**src/rtl/mux_scan_pkg.sv**
```systemverilog
// Shared types and defaults for the mux scan sequencer.
package mux_scan_pkg;

  typedef enum logic [1:0] {
    IDLE   = 2'd0,
    SETTLE = 2'd1,
    DONE   = 2'd2
  } scan_state_t;

  localparam int unsigned N_INPUTS_DEFAULT      = 4;
  localparam int unsigned SETTLE_CYCLES_DEFAULT = 1;

  // Settle counter width; at least one bit even when no settling is needed.
  function automatic int unsigned cnt_width(input int unsigned settle_cycles);
    int unsigned w;
    w = $clog2(settle_cycles + 1);
    return (w < 1) ? 1 : w;
  endfunction

endpackage

```
**src/rtl/settle_timer.sv**
```systemverilog
// Counts cycles spent on the current mux channel and flags when it has settled.
module settle_timer
  import mux_scan_pkg::*;
#(
  parameter int unsigned SETTLE_CYCLES = SETTLE_CYCLES_DEFAULT
) (
  input  logic clk,
  input  logic reset,
  input  logic clear,
  output logic expired
);

  localparam int unsigned CntW = cnt_width(SETTLE_CYCLES);
  localparam logic [CntW-1:0] CntMax = CntW'(SETTLE_CYCLES);

  logic [CntW-1:0] cnt_q, cnt_d;

  // Saturate at the settle limit; clear restarts the count for the next channel.
  always_comb begin
    expired = (cnt_q == CntMax);
    cnt_d   = cnt_q;
    if (clear) begin
      cnt_d = '0;
    end else if (!expired) begin
      cnt_d = cnt_q + 1'b1;
    end
  end

  // Counter register with synchronous reset.
  always_ff @(posedge clk) begin
    if (reset) begin
      cnt_q <= '0;
    end else begin
      cnt_q <= cnt_d;
    end
  end

endmodule

```
**src/rtl/mux_scan_sequencer.sv**
```systemverilog
// Scans an N-to-1 mux channel by channel, assembles the sampled bits into a word
// and hands it downstream over a valid/ready handshake.
module mux_scan_sequencer
  import mux_scan_pkg::*;
#(
  parameter int unsigned N_INPUTS      = N_INPUTS_DEFAULT,
  parameter int unsigned SETTLE_CYCLES = SETTLE_CYCLES_DEFAULT,
  localparam int unsigned SEL_W        = $clog2(N_INPUTS)
) (
  input  logic                clk,
  input  logic                reset,
  input  logic                start,
  output logic [SEL_W-1:0]    sel,
  input  logic                mux_y,
  output logic [N_INPUTS-1:0] word,
  output logic                valid,
  input  logic                ready,
  output logic                busy
);

  localparam logic [SEL_W-1:0] SelLast = SEL_W'(N_INPUTS - 1);

  scan_state_t         state_q, state_d;
  logic [SEL_W-1:0]    sel_q, sel_d;
  logic [N_INPUTS-1:0] word_q, word_d;
  logic                valid_q, valid_d;
  logic                busy_q, busy_d;
  logic                timer_clear;
  logic                settled;

  settle_timer #(
    .SETTLE_CYCLES (SETTLE_CYCLES)
  ) u_settle_timer (
    .clk     (clk),
    .reset   (reset),
    .clear   (timer_clear),
    .expired (settled)
  );

  // Next-state, select stepping and word capture.
  always_comb begin
    state_d     = state_q;
    sel_d       = sel_q;
    word_d      = word_q;
    valid_d     = valid_q;
    busy_d      = busy_q;
    // Timer only runs while settling a channel; everywhere else it sits at zero.
    timer_clear = 1'b1;

    unique case (state_q)
      IDLE: begin
        valid_d = 1'b0;
        if (start) begin
          sel_d   = '0;
          state_d = SETTLE;
          busy_d  = 1'b1;
        end
      end

      SETTLE: begin
        timer_clear = settled;
        if (settled) begin
          word_d[sel_q] = mux_y;
          if (sel_q == SelLast) begin
            state_d = DONE;
            valid_d = 1'b1;
          end else begin
            sel_d = sel_q + 1'b1;
          end
        end
      end

      DONE: begin
        if (ready) begin
          valid_d = 1'b0;
          if (start) begin
            // Back-to-back scan: the handshake edge is also the new start edge.
            sel_d   = '0;
            state_d = SETTLE;
          end else begin
            state_d = IDLE;
            busy_d  = 1'b0;
          end
        end
      end

      default: begin
        state_d = IDLE;
        sel_d   = '0;
        valid_d = 1'b0;
        busy_d  = 1'b0;
      end
    endcase
  end

  // State and output registers; reset discards any partial word.
  always_ff @(posedge clk) begin
    if (reset) begin
      state_q <= IDLE;
      sel_q   <= '0;
      word_q  <= '0;
      valid_q <= 1'b0;
      busy_q  <= 1'b0;
    end else begin
      state_q <= state_d;
      sel_q   <= sel_d;
      word_q  <= word_d;
      valid_q <= valid_d;
      busy_q  <= busy_d;
    end
  end

  assign sel   = sel_q;
  assign word  = word_q;
  assign valid = valid_q;
  assign busy  = busy_q;

endmodule
```
**config.mk**
```make
export PLATFORM = sky130hd
export DESIGN_NAME = mux_scan_sequencer
export DESIGN_NICKNAME = d
export VERILOG_FILES = /design/src/rtl/mux_scan_pkg.sv /design/src/rtl/settle_timer.sv /design/src/rtl/mux_scan_sequencer.sv
export SDC_FILE = /design/constraint.sdc
export NUM_CORES = 1
export LEC_CHECK = 0
export CAP_MARGIN = 20
export CELL_PAD_IN_SITES_DETAIL_PLACEMENT = 1
export CELL_PAD_IN_SITES_GLOBAL_PLACEMENT = 1
export CORE_MARGIN = 1
export CORE_UTILIZATION = 38
export DETAILED_ROUTE_END_ITERATION = 8
export HOLD_SLACK_MARGIN = 0.03
export PLACE_DENSITY_LB_ADDON = 0.1
export SETUP_SLACK_MARGIN = 0.15
export SYNTH_ARGS = -nofsm -noshare
export SYNTH_HDL_FRONTEND = slang
export SYNTH_HIERARCHICAL = 1
export SYNTH_SLANG_ARGS = --single-unit
export TNS_END_PERCENT = 20
```
**constraint.sdc**
```tcl
create_clock -name clk -period 1.75 [get_ports clk]
set_input_delay 0.35 -clock clk [delete_from_list [all_inputs] [get_ports clk]]
set_output_delay 0.35 -clock clk [all_outputs]
set_load 0.02 [all_outputs]
```
==> PnR_summary.wiki, run 1 <==
{| class="wikitable"
! Metric !! Value
|-
| Cell accounting for the most synthesized area || dfxtp_1
|-
| Main flop type after synthesis || dfxtp_1
|-
| CP max-delay cell || clkdlybuf4s50_1
|-
| Final-layout setup total negative slack || 0 ns
|-
| Commonest cells in the synthesized netlist || dfxtp_1, nor2_1, mux2i_1
|-
| Antenna cell count || 0
|-
| Share of post-route cells with drive strength above 1 || 12.5%
|-
| Max Cap Viol || 0
|-
| Sequential share of the synthesized area || between 30% and 40%
|-
| Type of element capturing the critical path || output pin
|-
| Arrival time at the worst endpoint || approximately 1.2 ns
|-
| Final Skew || about 0.0021 ns
|-
| Power density of the placed cells || ~700 nW/um^2
|-
| Final hold slack || 0.485 ns
|-
| Worst r2r path cells || 4
|-
| Slack of the worst reg-to-reg path || roughly 0.48 ns
|-
| Global-route wire length before repair || about 1.8 mm
|-
| Worst setup path category || flip-flop to output pin
|-
| WHS Endpoint || valid
|-
| Buf+Inv Stages, Crit Path || 1
|-
| Signed area change from the synthesized netlist to the final layout || 26.9%
|-
| Leading post-synthesis cells by cell area || dfxtp_1, ha_1, mux2i_1
|-
| Overall Power || 0.510 mW
|-
| Number of buffers created by CTS || 3
|-
| Biggest cell delay along the critical path || 0.61 ns
|-
| Vias || ~460
|-
| Cell area after synthesis || roughly 570 sq um
|-
| Average cell area after synthesis || about 10 sq um
|-
| Share of synthesized cell area in and, or, nand and nor gates || between 20 and 25%
|-
| Worst r2r dst || sel[1]
|-
| Finished Core Util || 53.8%
|-
| Slew headroom || 79.2%
|-
| DRT iter0 DRCs || 7
|-
| Clock root cell || clkbuf_4
|-
| Total congestion overflow after global routing || 0
|-
| Proportion of netlist area held by the largest area contributor || around two fifths
|-
| Req. time, crit path || about 1.4 ns
|-
| Setup repair after global routing missed its margin || yes
|-
| Post-route minimum period || 1.58 ns
|-
| Sinks on the clock net || 11
|-
| Initial antenna violation count || 0
|-
| CP Cell Sequence || clkdlybuf4s50_1
|-
| Antenna-violating nets left || 0
|-
| Largest family of logic cells by synthesized area || simple AND/OR/NAND/NOR gates
|-
| Synth Register Bits || 11
|-
| Kind of cell adding the most delay to the critical path || buffers and inverters
|-
| Share of synthesized cell area in full adder, half adder and majority cells || 8.75%
|-
| Placeable Area || around 1400 sq um
|-
| Routability cong. || 0.797
|-
| Most numerous cell in the Yosys netlist || dfxtp_1
|-
| Count of instances resized after the clock tree is built || 1
|-
| Total nets after synthesis || 67
|-
| HP Start || valid
|-
| Port Buf Inserts || 12
|-
| Detailed-placement wirelength estimate || between 800 and 900 microns
|-
| Clock tree from TritonCTS || yes
|-
| Final Slew Violations || 0
|-
| Routed WL || about 1.2 mm
|-
| Ratio of final minimum period to clock period || between 90% and 100%
|-
| Slew at the pin closest to its max-slew limit || around 0.31 ns
|-
| Final setup violation count || 0
|-
| Vertical extent of the die || 40.8 microns
|-
| Leakage Power || 0.315 nW
|-
| F_max || roughly 0.63 GHz
|-
| # nets final || 82
|-
| Initial Utilization || between 40 and 50%
|-
| Max Fanout on Critical Path || 3
|-
| Die area || around 1700 sq um
|-
| Number of library cell types mapped by synthesis || 24
|-
| Routed length per placed instance || between 10 and 15 microns
|-
| Async set-or-reset flop fraction in the synthesized netlist || 0%
|-
| Fraction of synthesized area in multiplexers || 8.75%
|-
| Maximum count of clock buffers along a single path || 2
|-
| Count of standard-cell rows || 13
|-
| Vias per Instance || 5.28
|-
| Clock input transition at the sequential cells of the worst setup and hold paths || 0.07 ns
|-
| Clock latency on the worst-skew pair || ~0.27 ns
|-
| Hold buffers post-CTS || 0
|-
| Source of the worst register-to-register timing path || sel[1]
|-
| Io pins || 13
|-
| GRT Util Overall || 17.6%
|-
| Number of buffers inserted by post-CTS setup repair || 0
|-
| Width of the die || 40.8 microns
|-
| Complex-gate fraction of the synthesized area || 15.1%
|-
| Hold Fails Final Rpt || 0
|-
| Gate count of the mapped netlist || 58
|-
| Count of H-tree levels built during CTS || 1
|-
| Synth warnings || 6
|-
| Nature of the critical path startpoint || flip-flop
|-
| Number of remaining DRC errors || 0
|-
| Highest ir drop seen on vdd || around 0.37 mV
|-
| Vias in the first global route || around 400
|-
| Number of instances on the worst hold path || 2
|-
| Outcome || complete, no violations
|-
| Drt first pass iters || 3
|-
| Post-synth EDFFs || 0
|-
| Maximum number of pins on one net before global-route repair || 11
|-
| Hold WC Path Type || flip-flop to flip-flop
|-
| Xor and xnor fraction of the mapped netlist area || 0%
|}
how the worst max path moves through the flow:
stage | start | to | slack (ns) | depth (start not counted)
detailed placement | ready | sel[1] | 0.24 | 4
CTS | sel[0] | sel[0] | 0.08 | 1
global placement | ready | sel[1] | 0.28 | 4
global route | busy | busy | 0.10 | 1
floorplan | sel[1] | sel[1] | 0.50 | 4
finish | busy | busy | 0.17 | 1
cell type report:
type | instances | area (sq um)
Inverter | 2 | 7.51
Timing Repair Buffer | 13 | 129
Clock buffer | 4 | 26.3
Tap cell | 15 | 18.8
Sequential cell | 11 | 220
Multi-Input combinational cell | 42 | 324
Fill cell | 159 | 624
state kept, by name, summed over array words and instances, names as in the netlist:
register and cells:
word 4, sel 2, state_q 2, busy 1, u_settle_timer/expired 1, valid 1
stage by stage:
| step | area [sq um] | std cells | worst slack [ns] |
|---|---|---|---|
| 6_report | 726 | 87 | 0.167 |
| 5_1_grt | 726 | 87 | 0.101 |
| 4_1_cts | 723 | 87 | 0.0817 |
| 3_5_place_dp | 698 | 83 | 0.239 |
| 3_3_place_gp | 698 | 83 | 0.281 |
| 2_1_floorplan | 572 | 58 | 0.495 |
logic make-up after synthesis:
kind of cell	Yosys count
DFF	11
AOI/OAI and AO/OA	12
muxes	5
buffers and inverters	5
adders and majority gates	4
and+or+nand+nor	21
tightest hold or removal path, stage by stage, from the launching register on:
cell and delay, ns:
dfxtp_1 0.31, o21ai_0 0.07, a21oi_1 0.06
metal layers:
metal,up-vias,track usage [%],share of wire (%)
met5,-,0,0
met2,12,24.6,41
met4,0,2.50,0
li1,234,-,-
met1,213,23.4,53
met3,0,10.3,5.7
placed cells by master, fill, tap and decap left out, types with 2 or more instances in the layout:
cell type        count
dfxtp_1             11
and2b_2              2
nand2b_1             4
ha_1                 4
a21oi_1              4
o21bai_1             2
nor2_1               6
inv_1                2
clkbuf_4             3
nand4b_1             4
clkdlybuf4s50_1     10
mux2i_1              5
power breakdown:
group	total (mW)	switching [mW]	leakage, nW	internal (mW)
logic	0.0651	0.0307	0.210	0.0344
registers	0.271	0.0126	0.0895	0.258
clock network	0.175	0.0864	0.0150	0.0883
Note: power is estimated with default switching activity, not from simulation.
==> inputs of run 2 (changes only) <==
--- a/config.mk
+++ b/config.mk
@@ -10,10 +10,12 @@
 export CELL_PAD_IN_SITES_GLOBAL_PLACEMENT = 1
 export CORE_MARGIN = 1
 export CORE_UTILIZATION = 38
+export CTS_CLUSTER_SIZE = 8
 export DETAILED_ROUTE_END_ITERATION = 8
 export HOLD_SLACK_MARGIN = 0.03
 export PLACE_DENSITY_LB_ADDON = 0.1
 export SETUP_SLACK_MARGIN = 0.15
+export SKIP_LAST_GASP = 1
 export SYNTH_ARGS = -nofsm -noshare
 export SYNTH_HDL_FRONTEND = slang
 export SYNTH_HIERARCHICAL = 1
==> results of run 2 <==
Same layout as run 1: the final DEF is identical, and so are final timing and power.
==> inputs of run 3 (changes only) <==
==> constraint.sdc (replaced) <==
create_clock -name clk -period 1.9 [get_ports clk]
set_input_delay 0.38 -clock clk [delete_from_list [all_inputs] [get_ports clk]]
set_output_delay 0.38 -clock clk [all_outputs]
set_load 0.02 [all_outputs]
==> PnR_summary.wiki, run 3 (synthesis gave the netlist of run 1 again) <==
{| class="wikitable"
! Metric !! Value
|-
| Vertical extent of the die || 40.8 microns (unchanged)
|-
| Highest ir drop seen on vdd || 0.323 mV (-14%)
|-
| Outcome || complete, no violations
|-
| Source of the worst register-to-register timing path || sel[1]
|-
| # nets final || 81 (-1.2%)
|-
| Count of H-tree levels built during CTS || 1 (unchanged)
|-
| GRT Util Overall || 19.2% (+1.7 points)
|-
| Register area || 220 sq um (unchanged)
|-
| Vias in the first global route || 450 (+13%)
|-
| Hold Fails Final Rpt || 0 (unchanged)
|-
| Number of flip-flops in the largest register || 4 (unchanged)
|-
| Buf+Inv Stages, Crit Path || 1 (unchanged)
|-
| Final Skew || 0.00817 ns (+0.00610 ns)
|-
| Drt first pass iters || 3 (unchanged)
|-
| Commonest cells after routing, fill and taps aside || dfxtp_1, clkdlybuf4s50_1, nor2_1, mux2i_1
|-
| Number of buffers created by CTS || 3 (unchanged)
|-
| Port Buf Inserts || 12 (unchanged)
|-
| Number of remaining DRC errors || 0 (unchanged)
|-
| Nature of the critical path startpoint || flip-flop
|-
| Worst setup path category || flip-flop to output pin
|-
| Clock tree from TritonCTS || yes
|-
| Max Fanout on Critical Path || 4 (+1)
|-
| Io pins || 13 (unchanged)
|-
| Finished Core Util || 53.3% (-0.46 points)
|-
| Hold WC Path Type || flip-flop to flip-flop
|-
| Die area || 1660 sq um (unchanged)
|-
| Max Cap Viol || 0 (unchanged)
|-
| Hold buffers post-CTS || 0 (unchanged)
|-
| Type of element capturing the critical path || output pin
|-
| Total congestion overflow after global routing || 0 (unchanged)
|-
| Post-route minimum period || between 1.5 and 2 ns
|-
| HP Start || word[3]
|-
| Biggest cell delay along the critical path || 0.64 ns (+0.03 ns)
|-
| Clock input transition at the sequential cells of the worst setup and hold paths || 0.08 ns (about the same)
|-
| Vias || 459 (unchanged)
|-
| Width of the die || 40.8 microns (unchanged)
|-
| Multi-input combinational cell area || 324 sq um (unchanged)
|-
| Slew headroom || 68.5% (-11 points)
|-
| Number of buffers inserted by post-CTS setup repair || 0 (unchanged)
|-
| Detailed-placement wirelength estimate || 955 microns (+11%)
|-
| Critical path origin || sel[0]
|-
| Routed WL || 1.35 mm (+15%)
|-
| Count of standard-cell rows || 13 (unchanged)
|-
| Req. time, crit path || 1.52 ns (+0.12 ns)
|-
| Arrival time at the worst endpoint || 1.32 ns (+0.09 ns)
|-
| Leakage Power || 0.306 nW (-2.8%)
|-
| Final setup violation count || 0 (unchanged)
|-
| DRT iter0 DRCs || 3 (-4)
|-
| Antenna-violating nets left || 0 (unchanged)
|-
| Fill cell count || 153 (-3.8%)
|-
| Final-layout setup total negative slack || 0 ns (unchanged)
|-
| Sinks on the clock net || 11 (unchanged)
|-
| Signed area change from the synthesized netlist to the final layout || 25.8%
|-
| Maximum count of clock buffers along a single path || 2 (unchanged)
|-
| Slew at the pin closest to its max-slew limit || 0.472 ns (+0.160 ns)
|-
| Ratio of final minimum period to clock period || 89.7%
|-
| Antenna cell count || 0 (unchanged)
|-
| Final Slew Violations || 0 (unchanged)
|-
| Maximum number of pins on one net before global-route repair || 13 (+2)
|-
| Initial antenna violation count || 0 (unchanged)
|-
| Clock root cell || clkbuf_4
|-
| Routed length per placed instance || 15.7 microns (+16%)
|-
| F_max || 0.587 GHz
|-
| CP Cell Sequence || clkdlybuf4s50_1
|-
| Setup repair after global routing missed its margin || no
|-
| Kind of cell adding the most delay to the critical path || buffers and inverters
|-
| Clock latency on the worst-skew pair || 0.28 ns (about the same)
|-
| CP max-delay cell || clkdlybuf4s50_1
|-
| Global-route wire length before repair || 2.04 mm (+10%)
|-
| Vias per Instance || 5.34 (+1.2%)
|-
| Power density of the placed cells || 662 nW/um^2 (-5.9%)
|-
| Initial Utilization || 42.4% (unchanged)
|-
| Share of post-route cells with drive strength above 1 || 11.3% (-1.2 points)
|-
| Placeable Area || 1350 sq um (unchanged)
|-
| Routability cong. || 0.792 (-0.62%)
|}
-- run 3: changes by cell type in the layout (fill, tap and decap cells not counted) --
cell             change
buf_4                -1
clkdlybuf4s50_1      +1
dlygate4sd2_1        -1
-- run 3: where the power goes --
part           total [mW]  leakage [nW]  internal (mW)  switching (mW)
registers           0.250        0.0895          0.238          0.0125
logic              0.0596         0.201         0.0306          0.0290
clock network       0.167        0.0150         0.0815          0.0851
-- run 3: final cells by class --
cell class              count  share of cell area [%]
multi-input cells          42                    45.0
well taps                  15                    2.61
flip-flops and latches     11                    30.6
repair buffers             12                    17.0
inverters                   2                    1.04
clock buffers               4                    3.65
-- run 3: through the flow --
step	cells	instance area (sq um)	setup WS (ns)	hold WS, ns	total power [mW]
floorplan	58	572	0.645	0.447	0.293
global placement	82	691	0.384	0.471	0.312
detailed placement	82	691	0.364	0.483	0.315
CTS	86	717	0.163	0.509	0.481
global route	86	719	0.154	0.539	0.501
finish	86	719	0.196	0.498	0.476
-- run 3: worst paths after layout --
| check | slack (ns) | to | depth (start not counted) |
|---|---|---|---|
| worst min-delay path | 0.50 | word[3] | 2 |
| worst max-delay path | 0.20 | sel[0] | 1 |
| worst max register to register | 0.60 | sel[1] | 4 |
| worst min register to register | 0.50 | word[3] | 2 |
-- run 3: repair_timing --
item                                    4_1_cts  5_1_grt
endpoints found under the setup margin        0        1
endpoints found under the hold margin         0        0
gates resized for setup                       0        1
-- run 3: per-layer routing --
layer | vias up | GRT usage [%] | wire length, microns
met4 | 0 | 6.67 | 10
met2 | 10 | 31.3 | 661
met1 | 216 | 23.0 | 623
met3 | 2 | 7.07 | 54
li1 | 231 | - | -
met5 | - | 0 | 0
